==> config.mk <==
export PLATFORM = sky130hd
export DESIGN_NAME = seg7_reader
export DESIGN_NICKNAME = d
export VERILOG_FILES = /design/src/rtl/seg7_reader.sv
export SDC_FILE = /design/constraint.sdc
export NUM_CORES = 1
export LEC_CHECK = 0
export ABC_AREA = 0
export CAP_MARGIN = 15
export CELL_PAD_IN_SITES_DETAIL_PLACEMENT = 0
export CELL_PAD_IN_SITES_GLOBAL_PLACEMENT = 1
export CORE_AREA = 2 2 56 110
export CTS_CLUSTER_DIAMETER = 100
export CTS_CLUSTER_SIZE = 12
export DETAILED_ROUTE_END_ITERATION = 12
export DIE_AREA = 0 0 58 112
export PLACE_DENSITY = 0.83
export RECOVER_POWER = 100
export SKIP_CTS_REPAIR_TIMING = 1
export SYNTH_ARGS = -nofsm -noshare
export SYNTH_HDL_FRONTEND = slang
export SYNTH_SLANG_ARGS = --single-unit
==> constraint.sdc <==
create_clock -name clk -period 2.1 [get_ports clk]
set_input_delay 0.525 -clock clk [delete_from_list [all_inputs] [get_ports clk]]
set_output_delay 0.525 -clock clk [all_outputs]
set_load 0.05 [all_outputs]
==> src/rtl/seg7_reader.sv <==
// Recovers BCD digits from a multiplexed 4-digit seven-segment bus, with glitch filtering
// and a valid/ready update channel. Define SEG7_READER_HEX_EN to also accept the A..F glyphs.
//
// state      | meaning
// -----------+-----------------------------------------------
// ST_IDLE    | no update outstanding, next commit loads payload
// ST_PEND    | update offered on upd_*, waiting for upd_ready
module seg7_reader #(
    parameter int STABLE_CYCLES = 4
) (
    input  logic        clk,
    input  logic        rst,
    input  logic [6:0]  seg_in,
    input  logic [3:0]  dig_en,
    output logic [15:0] digits,
    output logic [3:0]  dig_err,
    output logic        upd_valid,
    input  logic        upd_ready,
    output logic [1:0]  upd_idx,
    output logic [3:0]  upd_code,
    output logic        upd_err,
    output logic        overflow
);

    localparam logic ST_IDLE = 1'b0;
    localparam logic ST_PEND = 1'b1;

    // Commit fires on the edge that would bring cnt up to STABLE_CYCLES.
    localparam logic [3:0] CNT_COMMIT = 4'(STABLE_CYCLES - 1);

    logic [10:0] pair_q;
    logic [3:0]  cnt;
    logic        armed;
    logic        state;

    logic        same;
    logic        en_onehot;
    logic        commit;
    logic [1:0]  commit_idx;
    logic [3:0]  dec_val;
    logic        dec_err;

    assign same      = ({dig_en, seg_in} == pair_q);
    assign en_onehot = (dig_en != 4'd0) && ((dig_en & (dig_en - 4'd1)) == 4'd0);
    assign commit    = armed && same && (cnt == CNT_COMMIT) && en_onehot && (seg_in != 7'd0);
    assign upd_valid = (state == ST_PEND);

    always_comb begin
        commit_idx = 2'd0;
        case (dig_en)
            4'b0010: commit_idx = 2'd1;
            4'b0100: commit_idx = 2'd2;
            4'b1000: commit_idx = 2'd3;
            default: commit_idx = 2'd0;
        endcase
    end

    always_comb begin
        dec_val = 4'd0;
        dec_err = 1'b0;
        case (seg_in)
            7'h3F: dec_val = 4'd0;
            7'h06: dec_val = 4'd1;
            7'h5B: dec_val = 4'd2;
            7'h4F: dec_val = 4'd3;
            7'h66: dec_val = 4'd4;
            7'h6D: dec_val = 4'd5;
            7'h7D: dec_val = 4'd6;
            7'h07: dec_val = 4'd7;
            7'h7F: dec_val = 4'd8;
            7'h6F: dec_val = 4'd9;
`ifdef SEG7_READER_HEX_EN
            7'h77: dec_val = 4'hA;
            7'h7C: dec_val = 4'hB;
            7'h39: dec_val = 4'hC;
            7'h5E: dec_val = 4'hD;
            7'h79: dec_val = 4'hE;
            7'h71: dec_val = 4'hF;
`endif
            default: dec_err = 1'b1;
        endcase
    end

    always_ff @(posedge clk or posedge rst) begin
        if (rst) begin
            pair_q <= '0;
            cnt    <= '0;
            armed  <= 1'b0;
        end else begin
            pair_q <= {dig_en, seg_in};
            if (!same) begin
                cnt   <= 4'd1;
                armed <= 1'b1;
            end else begin
                if (cnt != 4'd15)
                    cnt <= cnt + 4'd1;
                if (commit)
                    armed <= 1'b0;
            end
        end
    end

    always_ff @(posedge clk or posedge rst) begin
        if (rst) begin
            digits  <= '0;
            dig_err <= '0;
        end else if (commit) begin
            digits[{commit_idx, 2'b00} +: 4] <= dec_val;
            dig_err[commit_idx]              <= dec_err;
        end
    end

    always_ff @(posedge clk or posedge rst) begin
        if (rst) begin
            state    <= ST_IDLE;
            upd_idx  <= '0;
            upd_code <= '0;
            upd_err  <= 1'b0;
            overflow <= 1'b0;
        end else begin
            case (state)
                ST_IDLE: begin
                    if (commit) begin
                        state    <= ST_PEND;
                        upd_idx  <= commit_idx;
                        upd_code <= dec_val;
                        upd_err  <= dec_err;
                    end
                end
                default: begin
                    if (upd_ready && commit) begin
                        upd_idx  <= commit_idx;
                        upd_code <= dec_val;
                        upd_err  <= dec_err;
                    end else if (upd_ready) begin
                        state <= ST_IDLE;
                    end else if (commit) begin
                        overflow <= 1'b1;
                    end
                end
            endcase
        end
    end

endmodule

==> reports/metrics.cfg <==
[worst_setup_path]
critPathBufInv=1
r2r_slack_ps=120
rr_endpoint=digits[2]
cp_slowest_cell=dlygate4sd3_1
reg2reg_from=cnt[0]
critical_path_class=reg -> out
reg2reg_depth=6
startpoint=digits[4]
crit_family=buffers and inverters
worstSetupStartpointType=flop
endpoint=digits[4]
worstSetupEndpointType=output pin
cp_max_fo=2
cp_cell_sequence=dlygate4sd3_1
cp.depth=1
slowest_delay_ps=880
worstPathArrival_ps=1520
required_ps=1570

[drt]
drt_wl_total_mm=5.058
avgViaCountPerCell=5.052
num_vias=1647
drt_iter0_markers=52
drt_pass1_iterations=4
ant_nets=0
drt-wirelength-per-cell_microns=15.52
drc=0

[final_layout]
synthToLayoutAreaGrowth_pct=40.74
multi_input_area_sq_mm=0.001028
n_antenna_cell=0
post-route-cell-area_sq_mm=0.003052
regArea_sq_mm=0.001126
nNetsFinal=283
n_fill_cell=497
drive_gt1_share_pct=27.92

[cts]
clk_latency_ps=290
clock_path_buffers=2
cts-root-buf=clkbuf_16
cts_tree=built
htreeDepth=2
cts_sinks=45
clk_pin_slew_worst_paths_ps=70
cts_buffers=5

[logic_synthesis]
synth_top_area_share_pct=51.93
ys_seq_elements=45
synthCells=186
synthFlopType=dfrtp_1
synthTopCellsByCount=45 x dfrtp_1, 22 x mux2_2, 17 x xnor2_1, 16 x nor2_1, 9 x inv_1
synthesis.area_sq_mm=0.002168
synth_nets=205
synth-edff-count=0
synthDistinctLibCells=41
synth.top_cells.by_area=dfrtp_1 52%, mux2_2 11%, xnor2_1 6.9%, ha_1 2.9%, mux2i_1 2.8%
synth.yosys.seq_area_share_pct=51.93
synth_most_common_cell=dfrtp_1
async_flop_share_pct=100.0
postSynthAreaPerCell_sq_um=11.66
synth_top_area_cell=dfrtp_1
ys_warn_count=0

[pwr]
p_leak_nw=1.468
p_seq_share_pct=45.0
ir_worst_vdd_mv=0.5047
powerDensity_mw_per_mm2=642.0
internal_power_w=0.001518
power_w=0.001959
clockPowerShare_pct=46.2
pwr-share-comb_pct=8.8
power.switching_w=0.0004413
swShare_pct=22.53

[hold_path]
min-delay-start=seg_in[3]
hold_path_class=in -> reg

[sta]
fin_ws_ps=54.03
finalCritPeriodShare_pct=97.43
finalSetupTns_ps=0
max_freq_mhz=488.8
fin_skew_ps=5.825
setup_viol=0
tightest_slew_ps=1116
fin_crit_ps=2046
max-slew-margin-rel_pct=25.63
hold_violations=0
slew_violations=0

[placement]
dp_hpwl_mm=3.841
io_buffers=42
gp_congestion=0.7738
dpl_worst_slack_ps=-541.6
post_dp_cell_area_sq_mm=0.002909

[run_status]
status=finished clean

[run]
cap_violations=0

[grt]
antenna_found_initial=0
grt_first_pass_wirelength_mm=8.245
grt_pass1_vias=1726
grt_usage_pct=16.61
grt_max_degree=46
grt_overflow_total=0

[floorplan]
die_area_sq_mm=0.006496
io_pins=43
die-width_microns=58
start_util_pct=38.31
coreArea_sq_mm=0.005660
die_y_microns=112
fp-row-count=39

==> cells by family (layout without fill, tap and decap cells) <==
group / after synthesis / count (layout) / synth area share [%]
AOI/OAI and AO/OA: 12 / 12 / 4.501
xor gates and xnor gates: 17 / 17 / 6.867
adders and majority gates: 5 / 5 / 2.885
buffers and inverters: 17 / 96 / 3.577
DFF: 45 / 45 / 51.93
muxes: 29 / 29 / 14.71
and+or+nand+nor: 61 / 61 / 15.52
==> cells in the final DEF, fill, tap and decap left out, types with 8 or more instances in the layout <==
master / count
clkdlybuf4s50_1: 11
nor2_1: 16
dfrtp_1: 45
nand2_1: 8
inv_1: 9
mux2_2: 22
buf_4: 29
dlygate4sd3_1: 19
xnor2_1: 17
clkbuf_1: 16
==> power groups by stage <==
stage	registers, W	logic, W	clock network, W
3_3_place_gp	0.000898	0.000185	0
6_report	0.000882	0.000172	0.000905
5_1_grt	0.000883	0.000191	0.000941
3_5_place_dp	0.000898	0.000186	0
2_1_floorplan	0.000898	0.0000995	0
4_1_cts	0.000882	0.000188	0.000917
==> metrics by stage <==
step           util, %  hold slack, ps  instances
2_1_floorplan        -           506.6        186
3_3_place_gp     51.39           469.6        315
3_5_place_dp     51.39           464.5        315
4_1_cts          54.42           482.5        323
5_1_grt          53.91           445.7        326
6_report         53.91           441.2        326
==> routing by layer <==
layer	vias to the layer above	track usage, %	wire [microns]
met5	-	0	0
met4	0	6.047	69
met3	6	2.671	134
met2	23	30.91	2967
met1	816	18.07	1887
li1	802	-	-
==> sequential cells by signal (all words and copies together), names as in the netlist <==
name	count
pair_q	11
upd_code	4
overflow	1
dig_err	4
digits	16
upd_err	1
upd_valid	1
upd_idx	2
armed	1
cnt	4
==> worst reg2reg max path, stage by stage (launching register included) <==
cell and delay (ps):
dfrtp_1 380, ha_1 180, and4bb_2 240, nand2_1 90, a211oi_4 420, nand3_2 210, mux2_1 350
==> worst min-delay path by stage <==
stage	to	cells after the start
after floorplan	armed	2
after global placement	overflow	1
after detailed placement	overflow	1
after CTS	overflow	1
after global routing	pair_q[3]	1
final	pair_q[3]	1
==> layout make-up <==
| type | count | area share (%) |
|---|---|---|
| flip-flops and latches | 45 | 36.90 |
| multi-input cells | 124 | 33.70 |
| repair buffers | 79 | 20.17 |
| clock buffers | 5 | 4.100 |
| well taps | 61 | 2.501 |
| clock inverters | 3 | 1.517 |
| inverters | 9 | 1.107 |
Power figures use the tool's default switching activity.
